$ cat src/rtl/present_round_ctrl.sv
// present_round_ctrl: round controller for the PRESENT cipher core.
// Sequences NCYC = N_ROUNDS/ROUNDS_PER_CYCLE compute cycles per block.
// It drives the round index, the load strobe and a one-cycle end-of-computation
// pulse for the state/key datapath.
//
// Build option: define PRESENT_CTRL_KEYPRE_EN to add a KEYPRE phase ahead of
// decryption. In that phase the key register runs the schedule forward to the
// last round key. With the macro undefined there is no KEYPRE state,
// key_fwd_o is tied low, and the last round key must be supplied externally.
//
// Handshake: the controller is ready (ready_o=1) only in IDLE or DONE. A
// block is accepted in any cycle where start_i & ready_o & ~abort_i, which is
// exactly load_o. mode_i is sampled in that same cycle. While ready_o=0,
// start_i and mode_i are ignored. abort_i has priority over everything else.
module present_round_ctrl #(
    parameter int N_ROUNDS         = 31,
    parameter int ROUNDS_PER_CYCLE = 1,
    localparam int NCYC    = N_ROUNDS / ROUNDS_PER_CYCLE,
    localparam int ROUND_W = $clog2(NCYC + 1)
) (
    input  logic               clk,
    input  logic               nrst,
    input  logic               start_i,
    input  logic               mode_i,
    input  logic               abort_i,
    output logic               ready_o,
    output logic               load_o,
    output logic               busy_o,
    output logic [ROUND_W-1:0] round_o,
    output logic               last_o,
    output logic               dec_o,
    output logic               key_fwd_o,
    output logic               eoc_o
);

    // Reject unroll factors that do not divide the round count.
    if ((N_ROUNDS % ROUNDS_PER_CYCLE) != 0) begin : g_bad_unroll
        $fatal(1, "present_round_ctrl: N_ROUNDS must be divisible by ROUNDS_PER_CYCLE");
    end

    localparam logic [ROUND_W-1:0] LAST_RND = ROUND_W'(NCYC);
    localparam logic [ROUND_W-1:0] ONE_RND  = ROUND_W'(1);

    typedef enum logic [1:0] {
        S_IDLE   = 2'd0,
        S_RUN    = 2'd1,
        S_DONE   = 2'd2,
        S_KEYPRE = 2'd3
    } state_t;

    state_t             state_q, state_d;
    logic [ROUND_W-1:0] round_q, round_d;
    logic               busy_q, busy_d;
    logic               last_q, last_d;
    logic               dec_q, dec_d;
    logic               eoc_q, eoc_d;
    logic [ROUND_W-1:0] round_inc, round_dec;

    assign round_inc = round_q + ONE_RND;
    assign round_dec = round_q - ONE_RND;

    // Handshake strobes are combinational so a start can be taken in DONE.
    assign ready_o = (state_q == S_IDLE) || (state_q == S_DONE);
    assign load_o  = start_i & ready_o & ~abort_i;

`ifdef PRESENT_CTRL_KEYPRE_EN
    logic key_fwd_q, key_fwd_d;
`endif

    // Next-state and next-output logic; abort overrides every state.
    always_comb begin
        state_d = state_q;
        round_d = round_q;
        busy_d  = busy_q;
        last_d  = 1'b0;
        dec_d   = dec_q;
        eoc_d   = 1'b0;
`ifdef PRESENT_CTRL_KEYPRE_EN
        key_fwd_d = 1'b0;
`endif
        if (abort_i) begin
            state_d = S_IDLE;
            round_d = '0;
            busy_d  = 1'b0;
        end else begin
            case (state_q)
                S_IDLE, S_DONE: begin
                    if (load_o) begin
                        dec_d  = mode_i;
                        busy_d = 1'b1;
`ifdef PRESENT_CTRL_KEYPRE_EN
                        if (mode_i) begin
                            // Forward key run first, counting up like encrypt.
                            state_d   = S_KEYPRE;
                            round_d   = ONE_RND;
                            key_fwd_d = 1'b1;
                        end else begin
                            state_d = S_RUN;
                            round_d = ONE_RND;
                            last_d  = (ONE_RND == LAST_RND);
                        end
`else
                        state_d = S_RUN;
                        round_d = mode_i ? LAST_RND : ONE_RND;
                        last_d  = (NCYC == 1);
`endif
                    end else begin
                        state_d = S_IDLE;
                        round_d = '0;
                        busy_d  = 1'b0;
                    end
                end
                S_RUN: begin
                    if (last_q) begin
                        state_d = S_DONE;
                        round_d = '0;
                        busy_d  = 1'b0;
                        eoc_d   = 1'b1;
                    end else if (dec_q) begin
                        round_d = round_dec;
                        last_d  = (round_dec == ONE_RND);
                    end else begin
                        round_d = round_inc;
                        last_d  = (round_inc == LAST_RND);
                    end
                end
`ifdef PRESENT_CTRL_KEYPRE_EN
                S_KEYPRE: begin
                    if (round_q == LAST_RND) begin
                        // Key now holds the last round key; decrypt counts down.
                        state_d = S_RUN;
                        round_d = LAST_RND;
                        last_d  = (NCYC == 1);
                    end else begin
                        round_d   = round_inc;
                        key_fwd_d = 1'b1;
                    end
                end
`endif
                default: begin
                    state_d = S_IDLE;
                    round_d = '0;
                    busy_d  = 1'b0;
                end
            endcase
        end
    end

    // State and registered outputs, cleared asynchronously by nrst.
    always_ff @(posedge clk or negedge nrst) begin
        if (!nrst) begin
            state_q <= S_IDLE;
            round_q <= '0;
            busy_q  <= 1'b0;
            last_q  <= 1'b0;
            dec_q   <= 1'b0;
            eoc_q   <= 1'b0;
        end else begin
            state_q <= state_d;
            round_q <= round_d;
            busy_q  <= busy_d;
            last_q  <= last_d;
            dec_q   <= dec_d;
            eoc_q   <= eoc_d;
        end
    end

`ifdef PRESENT_CTRL_KEYPRE_EN
    // Key-schedule forward-run strobe register.
    always_ff @(posedge clk or negedge nrst) begin
        if (!nrst) begin
            key_fwd_q <= 1'b0;
        end else begin
            key_fwd_q <= key_fwd_d;
        end
    end
    assign key_fwd_o = key_fwd_q;
`else
    assign key_fwd_o = 1'b0;
`endif

    assign round_o = round_q;
    assign busy_o  = busy_q;
    assign last_o  = last_q;
    assign dec_o   = dec_q;
    assign eoc_o   = eoc_q;

endmodule

$ cat config.mk
export PLATFORM = sky130hd
export DESIGN_NAME = present_round_ctrl
export DESIGN_NICKNAME = d
export VERILOG_FILES = /design/src/rtl/present_round_ctrl.sv
export SDC_FILE = /design/constraint.sdc
export NUM_CORES = 1
export LEC_CHECK = 0
export ABC_AREA = 1
export BUFFER_PORTS_ARGS = -buffer_cell sky130_fd_sc_hd__buf_2
export CORE_MARGIN = 1
export CORE_UTILIZATION = 25
export DETAILED_ROUTE_END_ITERATION = 8
export PLACE_DENSITY = 0.43
export SETUP_SLACK_MARGIN = 0.15
export SLEW_MARGIN = 20
export SYNTH_ARGS = -nofsm -noshare
export SYNTH_HDL_FRONTEND = slang
export SYNTH_SLANG_ARGS = --single-unit
export TNS_END_PERCENT = 20
$ cat constraint.sdc
create_clock -name clk -period 1.4 [get_ports clk]
set_input_delay 0.21 -clock clk [delete_from_list [all_inputs] [get_ports clk]]
set_output_delay 0.21 -clock clk [all_outputs]
set_load 0.01 [all_outputs]
* Word-level counts from Yosys, hierarchy flattened *
Index checks and enable logic that the tools add are counted.

word-level totals
  register bits after elaboration = 11
  input bits = 5
  output and inout bits = 12
  word-level logic and storage cells = 41

operators by class
  $add $sub $neg = 2
  equal/unequal tests = 5
  muxes and demuxes = 21
  bitwise operators = 3
  reductions and logical operators = 4

operators by type and width
  operator                                           number
  2-to-1 mux 5 bit                                   5
  2-to-1 mux 1 bit                                   11
  case mux 5 bit (2 select lines)                    1
  adder 5 x 1 -> 5 bit (second input constant)       1
  == test 5 x 1 -> 1 bit (second input constant)     1
  == test 5 bit (second input constant)              1
  subtractor 5 x 1 -> 5 bit (second input constant)  1
  2-to-1 mux 2 bit                                   2
  case mux 2 bit (2 select lines)                    1
  != test 3 bit (second input constant)              1
  AND reduction 3 bit                                1
  AND 1 bit                                          2
  == test 2 x 1 -> 1 bit (second input constant)     1
  == test 2 bit (second input constant)              1
  zero test 2 bit                                    1
  case mux 1 bit (2 select lines)                    1
  OR reduction 2 bit                                 1
  logical OR 1 bit                                   1
  NOT 1 bit                                          1

* Logic depth before layout (Yosys ltp) *
  depth in word-level cells = 7
  depth in mapped cells = 8
  gate-level depth less buffers = 8

* Worst setup path after synthesis *
No wires, ideal clock.

  path type = register -> register
  from = reg round_q[0] (netlist: round_o[0])
  to = reg last_q (netlist: last_o)
  setup time = 71 ps
  arrival = 1214 ps
  data required time = 1329 ps
  setup slack = 115 ps
  cell stages (with the launch flop) = 8
  buffers on the path = 0
  period minus slack after synthesis = 1285 ps
  path through = dfrtp_1 inv_1 ha_1 xnor2_1 nand3_1 nor2_1 nor2_1 nor2_1

between the ends
  cells in the longest elaborated chain, start to end = 6
  elaborated cells between the ends (all ways) = 8
  classes of those cells = 2 x add/sub; 2 x eq/ne; 4 x mux

ends and longest elaborated chain
  item                                                                      line      RTL
  start, declared                                                           52        logic [ROUND_W-1:0] round_q, round_d;
  start signal, assigned                                                    160       round_q <= round_d;
  adder 5 x 1 -> 5 bit / subtractor 5 x 1 -> 5 bit (equally long branches)  59, 60
  == test 5 bit / == test 5 x 1 -> 1 bit (equally long branches)            124, 121
  2-to-1 mux 1 bit *                                                        119       end else if (dec_q) begin
  2-to-1 mux 1 bit *                                                        114       if (last_q) begin
  2-to-1 mux 1 bit *                                                        --
  2-to-1 mux 1 bit *                                                        81        if (abort_i) begin
  net last_d                                                                54        logic last_q, last_d;
  end signal, assigned                                                      162       last_q <= last_d;
  end, declared                                                             54

The timed path passes the listed nets; every way through them passes the cells marked *.
A chain may end at the register's enable or synchronous reset.

* Worst setup path in the final report *
  from = reg state_q[0]
  to = out load_o

between the ends
  cells in the longest elaborated chain, start to end = 4
  elaborated cells between the ends (all ways) = 5
  classes of those cells = 1 x eq/ne; 2 x bitwise; 2 x reduce/logical

ends and longest elaborated chain
  item                                                     line  RTL
  start, declared                                          51    state_t state_q, state_d;
  start signal, assigned                                   159   state_q <= state_d;
  == test 2 bit / zero test 2 bit (equally long branches)  63    assign ready_o = (state_q == S_IDLE) || (state_q == S_DONE);
  logical OR 1 bit *                                       63
  AND 1 bit * (2 in series)                                64    assign load_o = start_i & ready_o & ~abort_i;
  end, declared                                            27    output logic load_o,

Every way passes the cells marked *; elsewhere a longest branch is shown, timed or not.

==> flow_metrics.py <==
metrics = {
    "clocking": {
        "clk_path_buf_depth": 2,
        "htree_levels": 1,
        "cts_root_buf": "clkbuf_4",
        "cts_tree": "yes",
        "cts_buffers": 3,
        "clkSlewWorstSetupHoldPaths_ps": 70,
        "clk_latency_ps": 260,
        "cts.sinks": 10,
    },
    "global_routing": {
        "grt_use_total": 0.124,
        "grt_pass1_vias": 518,
        "antenna_found_initial": 0,
        "gr-total-overflow": 0,
        "grt_pass1_wl_mm": 2.44,
        "grt_max_degree": 11,
    },
    "power_and_ir_drop": {
        "p_int_mw": 0.613,
        "p_sw_frac": 0.334,
        "pwr-share-comb": 0.343,
        "p_leak_nw": 0.423,
        "p_clk_frac": 0.279,
        "seqPwrFrac": 0.379,
        "p_sw_mw": 0.307,
        "irDropWorstVdd_mv": 1.00,
        "power_mw": 0.920,
        "p_per_area_nw_per_um2": 1050,
    },
    "finish": {
        "multi_input_area_um2": 392,
        "num-nets-final": 110,
        "area_growth_pct": 30.5,
        "fin_area_um2": 872,
        "drive_gt1_frac": 0.475,
        "fill_cells": 271,
        "antenna_cells": 0,
        "seq_area_um2": 254,
    },
    "yosys": {
        "yosysWarningCount": 0,
        "synth-seq-cells": 10,
        "syn-instance-count": 80,
        "synth_edf_count": 0,
        "async_flop_share": 1.00,
        "ys.flop_type": "dfrtp_1",
        "synth.net_count": 88,
        "yosysSeqAreaShare": 0.375,
        "synth_cell_types": 27,
        "syn_area_um2": 668,
        "postSynthAreaPerCell_um2": 8.35,
    },
    "floorplanning": {
        "core_um2": 2500,
        "initial_core_util": 0.267,
        "row_count": 18,
        "fp.dieW_um": 53.7,
        "ios": 17,
        "die_h_um": 53.7,
        "die-area_um2": 2880,
    },
    "timing": {
        "rsz0062_at_grt": "true",
        "fin_worst_skew_ps": 1.92,
        "drv_slew": 0,
        "period_needed_ps": 1220,
        "setup_viol": 0,
        "hold_violations": 0,
        "setup_tns_ps": 0,
        "period_share": 0.869,
        "fmax_ghz": 0.822,
        "timing.hold.ws_ps": 232,
    },
    "critical_path": {
        "worstPathCellList": "inv_2 > nand3_2 > inv_2 > buf_2",
        "cp_common_cell": "inv_2",
        "cp_data_required_time_ps": 1190,
        "path_buf_inv": 3,
        "max_stage_delay_ps": 380,
        "crit_fanout": 3,
        "start_kind": "flip-flop",
        "critical-path-top-delay-family": "flip-flops",
        "slowest_stage": "dfrtp_1",
        "crit_type": "reg -> out",
        "worstPathArrival_ps": 1010,
        "endpoint_kind": "output port",
    },
    "route": {
        "drt_iter0_drc": 14,
        "routed_wl_mm": 1.43,
        "via_count": 566,
        "drtAntennaViolNets": 0,
        "drc_errors": 0,
        "dr.pass1.iters": 4,
        "via_per_inst": 4.32,
        "wire_per_inst_um": 10.9,
    },
    "run": {
        "cap_violations": 0,
    },
    "place": {
        "post-dp-hpwl_mm": 1.12,
        "port_buffers": 15,
        "gp_congestion": 0.750,
        "placed_area_um2": 777,
    },
    "hold_path": {
        "hold_class": "in -> reg",
    },
    "status": {
        "status": "complete, no violations",
    },
}
==> flip-flops by register name (all words and copies together), names as in the netlist <==
signal,flops
round_o,5
last_o,1
eoc_o,1
state_q,2
dec_o,1
==> layout by cell type, fill, tap and decap left out, drive strengths merged <==
cell type	netlist	final
xor2	1	1
nor3	3	3
a21oi	5	5
nand3	11	11
xnor2	1	1
buf	3	19
clkbuf	0	4
nor2	11	11
or2	2	2
conb	1	1
dfrtp	10	10
inv	10	10
dlygate4sd3	0	1
nand2	15	15
ha	3	3
nand4	2	2
o21ai	2	2
==> cell type report <==
class	count	share of cell area
Multi-Input combinational cell	57	0.449
Timing Repair Buffer	20	0.132
Clock buffer	4	0.0416
Sequential cell	10	0.291
Tap cell	30	0.0430
Inverter	10	0.0430
==> kinds of logic after synthesis <==
family,share of synthesized area
xor+xnor,0.0262
compound gates,0.0693
fa+ha+maj,0.0562
flops,0.375
buf+inv,0.0918
simple gates,0.376
other cells,0.00561
==> through the flow <==
| step | instances | setup WS (ps) | util |
|---|---|---|---|
| CTS | 131 | 140 | 0.337 |
| finish | 131 | 184 | 0.349 |
| global route | 131 | 76.2 | 0.349 |
| floorplan | 80 | 171 | - |
| detailed placement | 124 | 55.8 | 0.311 |
| global placement | 124 | 62.5 | 0.311 |
==> worst paths after layout <==
kind	start	endpoint	slack (ps)	cells after the start
max	state_q[0]	load_o	180	4
min	abort_i	round_o[3]	230	2
max reg2reg	round_o[0]	last_o	190	8
min reg2reg	state_q[1]	state_q[1]	590	2
max in group asynchronous	nrst	round_o[2]	850	2
min in group asynchronous	nrst	state_q[0]	340	2
==> layer usage <==
metal	global-route usage	wire [µm]
met5	0	0
met1	0.166	642
met2	0.185	702
met3	0.0508	80
met4	0.0263	0
==> power by group through the flow <==
stage / sequential [mW] / clock (mW) / combinational, mW
after global routing: 0.353 / 0.296 / 0.356
after CTS: 0.345 / 0.273 / 0.303
after detailed placement: 0.355 / 0 / 0.287
after floorplan: 0.362 / 0 / 0.195
final: 0.348 / 0.256 / 0.315
after global placement: 0.355 / 0 / 0.291
==> synthesized netlist by cell type (all sizes together) (2+ instances only) <==
cell	count	area [µm²]
a21oi	5	32.5
nand2	15	58.8
o21ai	2	13.8
nand4	2	12.5
or2	2	15.0
inv	10	37.5
dfrtp	10	250
nor3	3	20.0
buf	3	23.8
nor2	11	70.1
nand3	11	75.1
ha	3	37.5
==> repair_timing <==
item | CTS | global route
setup buffers | 2 | 0
endpoints found under the setup margin | 5 | 4
resized for setup | 2 | 5
pin swaps | 0 | 1
endpoints found under the hold margin | 10 | 0
hold buffers | 1 | 0
Note: power is estimated with default switching activity, not from simulation.
